`src/rtl/exc_mode_if.sv`:
```
// Bundles the exception-request inputs, control-byte write port and
// the SPSR / register-file / vector-fetch outputs of the mode sequencer.
interface exc_mode_if;
  logic        dabt;
  logic        fiq;
  logic        irq;
  logic        pabt;
  logic        und;
  logic        swi;
  logic [31:0] exc_pc;
  logic        cpsr_wr;
  logic [7:0]  cpsr_wdata;
  logic [4:0]  mode;
  logic        i_bit;
  logic        f_bit;
  logic        stall;
  logic        rf_we;
  logic [3:0]  rf_field;
  logic [31:0] rf_wdata;
  logic        spsr_we;
  logic [4:0]  spsr_mode;
  logic [7:0]  spsr_wdata;
  logic        vec_valid;
  logic [31:0] vec_addr;

  modport master (
    output dabt, fiq, irq, pabt, und, swi, exc_pc, cpsr_wr, cpsr_wdata,
    input  mode, i_bit, f_bit, stall, rf_we, rf_field, rf_wdata,
           spsr_we, spsr_mode, spsr_wdata, vec_valid, vec_addr
  );

  modport slave (
    input  dabt, fiq, irq, pabt, und, swi, exc_pc, cpsr_wr, cpsr_wdata,
    output mode, i_bit, f_bit, stall, rf_we, rf_field, rf_wdata,
           spsr_we, spsr_mode, spsr_wdata, vec_valid, vec_addr
  );
endinterface

```
`src/rtl/exc_mode_ctrl.sv`:
```
// Exception-entry and mode sequencer. Owns the control byte {I,F,M}
// and runs the three-cycle entry sequence: SPSR save, banked LR write,
// vector fetch. Also applies MSR / exception-return control writes.
//
// state | meaning
// IDLE  | no sequence running; arbitrate requests, accept cpsr_wr
// SAVE  | old control byte written to the new mode's SPSR
// LINK  | banked R14 written with the return address
// VECT  | one-cycle vector-fetch request
module exc_mode_ctrl #(
  parameter int HIGH_VEC = 0
) (
  input  logic      clk,
  input  logic      reset,
  exc_mode_if.slave bus
);

  typedef enum logic [1:0] {S_IDLE, S_SAVE, S_LINK, S_VECT} state_t;

  localparam logic [4:0] M_USR = 5'b10000;
  localparam logic [4:0] M_FIQ = 5'b10001;
  localparam logic [4:0] M_IRQ = 5'b10010;
  localparam logic [4:0] M_SVC = 5'b10011;
  localparam logic [4:0] M_ABT = 5'b10111;
  localparam logic [4:0] M_UND = 5'b11011;
  localparam logic [4:0] M_SYS = 5'b11111;
  localparam logic [31:0] VEC_BASE = (HIGH_VEC != 0) ? 32'hFFFF_0000 : 32'h0000_0000;

  state_t      state_q, state_d;
  logic [4:0]  mode_q, mode_d;
  logic        i_q, i_d, f_q, f_d;
  logic [4:0]  new_mode_q, new_mode_d;
  logic [4:0]  voff_q, voff_d;
  logic [31:0] lr_q, lr_d;
  logic [7:0]  old_q, old_d;
  logic        fiq_q, fiq_d;

  logic        stall_q, stall_d;
  logic        spsr_we_q, spsr_we_d;
  logic [4:0]  spsr_mode_q, spsr_mode_d;
  logic [7:0]  spsr_wdata_q, spsr_wdata_d;
  logic        rf_we_q, rf_we_d;
  logic [3:0]  rf_field_q, rf_field_d;
  logic [31:0] rf_wdata_q, rf_wdata_d;
  logic        vec_valid_q, vec_valid_d;
  logic [31:0] vec_addr_q, vec_addr_d;

  logic        take_fiq, take_irq, eligible;
  logic [4:0]  sel_mode, sel_off;

  // The T bit of an incoming write has no storage here.
  logic unused_t_bit;
  assign unused_t_bit = bus.cpsr_wdata[5];

  function automatic logic legal_mode(input logic [4:0] m);
    case (m)
      M_USR, M_FIQ, M_IRQ, M_SVC, M_ABT, M_UND, M_SYS: legal_mode = 1'b1;
      default:                                         legal_mode = 1'b0;
    endcase
  endfunction

  assign take_fiq = bus.fiq & ~f_q;
  assign take_irq = bus.irq & ~i_q;
  assign eligible = bus.dabt | take_fiq | take_irq | bus.pabt | bus.und | bus.swi;

  // Fixed-priority pick of the winning request: target mode and vector offset.
  always_comb begin
    sel_mode = M_SVC;
    sel_off  = 5'h08;
    if (bus.dabt) begin
      sel_mode = M_ABT; sel_off = 5'h10;
    end else if (take_fiq) begin
      sel_mode = M_FIQ; sel_off = 5'h1C;
    end else if (take_irq) begin
      sel_mode = M_IRQ; sel_off = 5'h18;
    end else if (bus.pabt) begin
      sel_mode = M_ABT; sel_off = 5'h0C;
    end else if (bus.und) begin
      sel_mode = M_UND; sel_off = 5'h04;
    end
  end

  // Next-state, control-byte update and output decode from the next state.
  always_comb begin
    state_d    = state_q;
    mode_d     = mode_q;
    i_d        = i_q;
    f_d        = f_q;
    new_mode_d = new_mode_q;
    voff_d     = voff_q;
    lr_d       = lr_q;
    old_d      = old_q;
    fiq_d      = fiq_q;
    case (state_q)
      S_IDLE: begin
        if (eligible) begin
          new_mode_d = sel_mode;
          voff_d     = sel_off;
          lr_d       = bus.exc_pc + (bus.dabt ? 32'd8 : 32'd4);
          old_d      = {i_q, f_q, 1'b0, mode_q};
          fiq_d      = ~bus.dabt & take_fiq;
          state_d    = S_SAVE;
        end else if (bus.cpsr_wr && (mode_q != M_USR)) begin
          i_d = bus.cpsr_wdata[7];
          f_d = bus.cpsr_wdata[6];
          if (legal_mode(bus.cpsr_wdata[4:0])) mode_d = bus.cpsr_wdata[4:0];
        end
      end
      S_SAVE: begin
        mode_d  = new_mode_q;
        i_d     = 1'b1;
        if (fiq_q) f_d = 1'b1;
        state_d = S_LINK;
      end
      S_LINK:  state_d = S_VECT;
      S_VECT:  state_d = S_IDLE;
      default: state_d = S_IDLE;
    endcase

    stall_d      = (state_d != S_IDLE);
    spsr_we_d    = (state_d == S_SAVE);
    spsr_mode_d  = spsr_we_d ? new_mode_d : 5'd0;
    spsr_wdata_d = spsr_we_d ? old_d : 8'd0;
    rf_we_d      = (state_d == S_LINK);
    rf_field_d   = rf_we_d ? 4'hE : 4'h0;
    rf_wdata_d   = rf_we_d ? lr_d : 32'd0;
    vec_valid_d  = (state_d == S_VECT);
    vec_addr_d   = vec_valid_d ? (VEC_BASE | {27'd0, voff_d}) : 32'd0;
  end

  // State, control byte, latched entry context and registered outputs.
  always_ff @(posedge clk) begin
    if (reset) begin
      state_q      <= S_IDLE;
      mode_q       <= M_SVC;
      i_q          <= 1'b1;
      f_q          <= 1'b1;
      new_mode_q   <= M_SVC;
      voff_q       <= 5'd0;
      lr_q         <= 32'd0;
      old_q        <= 8'd0;
      fiq_q        <= 1'b0;
      stall_q      <= 1'b0;
      spsr_we_q    <= 1'b0;
      spsr_mode_q  <= 5'd0;
      spsr_wdata_q <= 8'd0;
      rf_we_q      <= 1'b0;
      rf_field_q   <= 4'd0;
      rf_wdata_q   <= 32'd0;
      vec_valid_q  <= 1'b0;
      vec_addr_q   <= 32'd0;
    end else begin
      state_q      <= state_d;
      mode_q       <= mode_d;
      i_q          <= i_d;
      f_q          <= f_d;
      new_mode_q   <= new_mode_d;
      voff_q       <= voff_d;
      lr_q         <= lr_d;
      old_q        <= old_d;
      fiq_q        <= fiq_d;
      stall_q      <= stall_d;
      spsr_we_q    <= spsr_we_d;
      spsr_mode_q  <= spsr_mode_d;
      spsr_wdata_q <= spsr_wdata_d;
      rf_we_q      <= rf_we_d;
      rf_field_q   <= rf_field_d;
      rf_wdata_q   <= rf_wdata_d;
      vec_valid_q  <= vec_valid_d;
      vec_addr_q   <= vec_addr_d;
    end
  end

  assign bus.mode       = mode_q;
  assign bus.i_bit      = i_q;
  assign bus.f_bit      = f_q;
  assign bus.stall      = stall_q;
  assign bus.rf_we      = rf_we_q;
  assign bus.rf_field   = rf_field_q;
  assign bus.rf_wdata   = rf_wdata_q;
  assign bus.spsr_we    = spsr_we_q;
  assign bus.spsr_mode  = spsr_mode_q;
  assign bus.spsr_wdata = spsr_wdata_q;
  assign bus.vec_valid  = vec_valid_q;
  assign bus.vec_addr   = vec_addr_q;

endmodule

```
`src/flat_wrapper.sv`:
```
// flat-port wrapper written by rule: the top's interface ports become plain ports
module exc_mode_ctrl_flat 
#(
  parameter int HIGH_VEC = 0
)
  (clk, reset, bus_dabt, bus_fiq, bus_irq, bus_pabt, bus_und, bus_swi, bus_exc_pc, bus_cpsr_wr, bus_cpsr_wdata, bus_mode, bus_i_bit, bus_f_bit, bus_stall, bus_rf_we, bus_rf_field, bus_rf_wdata, bus_spsr_we, bus_spsr_mode, bus_spsr_wdata, bus_vec_valid, bus_vec_addr);
  exc_mode_if bus_i ();
  input  logic clk;
  input  logic reset;
  input wire logic [$bits(bus_i.dabt)-1:0] bus_dabt;
  input wire logic [$bits(bus_i.fiq)-1:0] bus_fiq;
  input wire logic [$bits(bus_i.irq)-1:0] bus_irq;
  input wire logic [$bits(bus_i.pabt)-1:0] bus_pabt;
  input wire logic [$bits(bus_i.und)-1:0] bus_und;
  input wire logic [$bits(bus_i.swi)-1:0] bus_swi;
  input wire logic [$bits(bus_i.exc_pc)-1:0] bus_exc_pc;
  input wire logic [$bits(bus_i.cpsr_wr)-1:0] bus_cpsr_wr;
  input wire logic [$bits(bus_i.cpsr_wdata)-1:0] bus_cpsr_wdata;
  output wire logic [$bits(bus_i.mode)-1:0] bus_mode;
  output wire logic [$bits(bus_i.i_bit)-1:0] bus_i_bit;
  output wire logic [$bits(bus_i.f_bit)-1:0] bus_f_bit;
  output wire logic [$bits(bus_i.stall)-1:0] bus_stall;
  output wire logic [$bits(bus_i.rf_we)-1:0] bus_rf_we;
  output wire logic [$bits(bus_i.rf_field)-1:0] bus_rf_field;
  output wire logic [$bits(bus_i.rf_wdata)-1:0] bus_rf_wdata;
  output wire logic [$bits(bus_i.spsr_we)-1:0] bus_spsr_we;
  output wire logic [$bits(bus_i.spsr_mode)-1:0] bus_spsr_mode;
  output wire logic [$bits(bus_i.spsr_wdata)-1:0] bus_spsr_wdata;
  output wire logic [$bits(bus_i.vec_valid)-1:0] bus_vec_valid;
  output wire logic [$bits(bus_i.vec_addr)-1:0] bus_vec_addr;
  assign bus_i.dabt = bus_dabt;
  assign bus_i.fiq = bus_fiq;
  assign bus_i.irq = bus_irq;
  assign bus_i.pabt = bus_pabt;
  assign bus_i.und = bus_und;
  assign bus_i.swi = bus_swi;
  assign bus_i.exc_pc = bus_exc_pc;
  assign bus_i.cpsr_wr = bus_cpsr_wr;
  assign bus_i.cpsr_wdata = bus_cpsr_wdata;
  assign bus_mode = bus_i.mode;
  assign bus_i_bit = bus_i.i_bit;
  assign bus_f_bit = bus_i.f_bit;
  assign bus_stall = bus_i.stall;
  assign bus_rf_we = bus_i.rf_we;
  assign bus_rf_field = bus_i.rf_field;
  assign bus_rf_wdata = bus_i.rf_wdata;
  assign bus_spsr_we = bus_i.spsr_we;
  assign bus_spsr_mode = bus_i.spsr_mode;
  assign bus_spsr_wdata = bus_i.spsr_wdata;
  assign bus_vec_valid = bus_i.vec_valid;
  assign bus_vec_addr = bus_i.vec_addr;
  exc_mode_ctrl #(.HIGH_VEC(HIGH_VEC)) u_core (.clk(clk), .reset(reset), .bus(bus_i));
endmodule
```
`config.mk`:
```
export PLATFORM = sky130hd
export DESIGN_NAME = exc_mode_ctrl_flat
export DESIGN_NICKNAME = d
export VERILOG_FILES = /design/src/rtl/exc_mode_if.sv /design/src/rtl/exc_mode_ctrl.sv /design/src/flat_wrapper.sv
export SDC_FILE = /design/constraint.sdc
export NUM_CORES = 1
export LEC_CHECK = 0
export ABC_AREA = 1
export CAP_MARGIN = 15
export CORE_UTILIZATION = 25
export CTS_CLUSTER_DIAMETER = 150
export DETAILED_ROUTE_END_ITERATION = 6
export PLACE_DENSITY = 0.59
export SYNTH_ARGS = -nofsm -noshare
export SYNTH_HDL_FRONTEND = slang
export SYNTH_SLANG_ARGS = --single-unit
```
`constraint.sdc`:
```
create_clock -name clk -period 1.95 [get_ports clk]
set_input_delay 0.39 -clock clk [delete_from_list [all_inputs] [get_ports clk]]
set_output_delay 0.39 -clock clk [all_outputs]
set_load 0.005 [all_outputs]
```
==> flow_summary.ini <==
[synth]
seq_area_frac_synth_pct = 43.9
synth_mux_area_share_pct = 0
synth_cells = 704
synthSimpleGateAreaFrac_pct = 35.9
yosysTopAreaCell = dfxtp_1
synth_area_leaders = dfxtp_1 (44%), nand2_1 (13%), nor2_1 (8.7%)
synth_seq_cells = 114
synth_top_area_share_pct = 43.9
synth_compound_area_share_pct = 4.55
yosysUniqueCellTypes = 38
synth_xor_area_share_pct = 1.52
synthAdderAreaFrac_pct = 1.59
synth_warnings = 0
syn_area_um2 = 5190
avgSynthCellArea_um2 = 7.38
synth_top_family_by_area = simple AND/OR/NAND/NOR gates

[placed_design]
placed_area_um2 = 6930
io_buffers = 111
post-dp-hpwl_um = 10800
gp_congestion = 0.861

[clocking]
cts_tree = done
cts_hold_buf = 0
cts_root_buf = clkbuf_16
numClockSinks = 114
clk_pin_slew_ps = 60
cts_buffer_depth = 2
cts_buffers = 17
cts_setup_buffers = 0
clk_latency_ps = 410
htreeDepth = 4

[critical_path]
crit_path_max_fanout = 4
crit_buf_inv = 3
cp.depth = 12
required_ps = 2250
worstPathCellList = dlygate4sd2_1 -> inv_1 -> ha_2 -> inv_1 -> fa_2 -> nor2_4 -> nand2_2 -> nor2_2 -> xnor2_1 -> nand2_1 -> nand2_1 -> nor2_1
cp_data_arrival_time_ps = 2130
r2r_cells = 9
path_class = input pin to flip-flop
crit_path_max_incr_delay_ps = 420
critical-path-slowest-cell = fa_2
cp-end-kind = flip-flop
critPathTopFamily = simple AND/OR/NAND/NOR gates
cp-start-kind = input pin

[global_route]
grtUsageTotal_pct = 14.0
overflow = 0
grt_antenna_before_repair = 0
grt_max_degree = 38
grt_pass1_wl_um = 23100
grt_pass1_vias = 4514

[final_layout]
nNetsFinal = 929
areaGrowthSynthToFinish_pct = 46.4
fin_util_pct = 37.5
layout-drive-gt1-share_pct = 18.8
diodes = 0
design_area_um2 = 7600

[drt]
drc = 0
viasPerCell = 4.11
drtIter0Drc = 174
firstDrtPassIters = 4
wl_per_cell_um = 12.4
drt-total-wl_um = 14400
detail-route-antenna-nets = 0
vias = 4753

[hold_path]
worstHoldPathType = flip-flop to flip-flop
holdPathStages = 2

[power_and_ir_drop]
total_power_mw = 10.3
vdd_drop_max_v = 0.000627
power_leakage_nw = 3.37
powerDensity_nw_per_um2 = 1360

[timing]
fmax_mhz = 547
fin_crit_ps = 1830
setup_viol = 0
hold_viol = 0
final_max_slew_viol_count = 0
final.period_utilization_pct = 93.7
clock_skew_ps = 6.10

[status]
status = completed

[job]
max-cap-violations = 0

[floorplan]
rows = 52
die_w_um = 146
initial_core_util_pct = 25.6
die_h_um = 146
die-area_um2 = 21400
coreArea_um2 = 20300
io_pins = 141
stage by stage:
step                TNS [ps]  cells  worst slack [ps]  hold WS (ps)
floorplan                  0    731              9.80           423
detailed placement    -24540   1125              -595           440
finish                     0   1157               123           446
global placement      -23190   1125              -551           433
CTS                        0   1157              20.3           449
global route           -24.4   1157             -12.4           487
cells in the final DEF (no fill, tap or decap), types with 12 or more instances in the layout:
cell type        synthesis  routed
buf_4                   35      61
clkbuf_16                0      17
clkdlybuf4s50_1          0     109
conb_1                   1      28
dfxtp_1                114     114
inv_1                   65      64
nand2_1                182     179
nand3_1                 25      23
nand3_2                 16      16
nor2_1                 120     116
nor2_2                  15      15
o21ai_0                 13      12
o21ai_1                 14      14
area by class of cell:
type                    count  area (µm²)
clock buffers              20         447
clock inverters            12         158
fillers                  2169       12700
inverters                  69         262
multi-input cells         495        2450
flip-flops and latches    114        2280
well taps                 270         338
repair buffers            177        1670
worst paths after layout:
check                               startpoint                            endpoint  slack [ps]
setup / recovery                      bus_dabt  u_core.bus.rf_wdata[18]$_SDFF_PP0_         120
hold / removal     u_core.voff_q[0]$_SDFF_PP0_         u_core.voff_q[0]$_SDFF_PP0_         450
setup reg to reg  u_core.state_q[0]$_SDFF_PP0_  u_core.bus.rf_wdata[13]$_SDFF_PP0_         280
hold reg to reg    u_core.voff_q[0]$_SDFF_PP0_         u_core.voff_q[0]$_SDFF_PP0_         450
what timing repair did:
item                                    in CTS  in global routing
gates resized for setup                      7                 15
pin swaps                                    1                  4
endpoints found under the setup margin      26                 29
registers in the layout, indices dropped and copies added, names as in the netlist, 2 cells and up:
name and count:
u_core.bus.rf_wdata 32, u_core.old_q 8, u_core.voff_q 5, u_core.new_mode_q 5
u_core.bus.spsr_mode 5, u_core.state_q 2, u_core.bus.vec_addr 5, u_core.bus.mode 5
u_core.lr_q 32, u_core.bus.spsr_wdata 8
worst register-to-register path, cell delays in order (launching register included):
cell	delay (ps)
dfxtp_1	310
inv_1	100
ha_1	280
inv_2	90
a21oi_4	190
buf_12	250
buf_4	170
nand2_1	60
nand2_1	80
nor2_1	40
cell families (layout without fill, tap and decap cells):
| group | Yosys count | in the layout |
|---|---|---|
| flops | 114 | 114 |
| simple gates | 411 | 411 |
| compound gates | 41 | 41 |
| other cells | 1 | 28 |
| xor+xnor | 9 | 9 |
| buf+inv | 122 | 278 |
| fa+ha+maj | 6 | 6 |
cell usage after synthesis:
library cell and number:
a21oi_1 5, a21oi_2 1, buf_1 2, buf_2 5, buf_4 35, buf_6 6
clkbuf_1 4, clkbuf_2 1, clkinv_1 1, conb_1 1, dfxtp_1 114, fa_1 1
ha_1 5, inv_1 65, inv_2 2, inv_4 1, nand2_1 182, nand2_2 8
nand2_4 1, nand3_1 25, nand3_2 16, nand3b_1 10, nand4_1 3, nor2_1 120
nor2_2 15, nor2_4 2, nor3_1 8, nor3_2 1, o211ai_1 1, o21ai_0 13
o21ai_1 14, o21ai_2 6, o21bai_1 1, or2_0 10, or2_1 5, or2_2 5
xnor2_1 5, xor2_1 4
routing by layer:
| metal | global-route usage [%] | vias to the layer above | part of all wire, % |
|---|---|---|---|
| met5 | 0 | - | 0 |
| met1 | 18.3 | 2155 | 47 |
| met3 | 4.06 | 13 | 5.5 |
| li1 | - | 2451 | - |
| met2 | 22.5 | 134 | 47 |
| met4 | 3.80 | 0 | 0.86 |
power breakdown:
| part | switching, mW | internal (mW) |
|---|---|---|
| clock | 1.12 | 2.04 |
| sequential | 0.234 | 3.03 |
| combinational | 2.12 | 1.77 |
(Power assumes the default switching activity.)
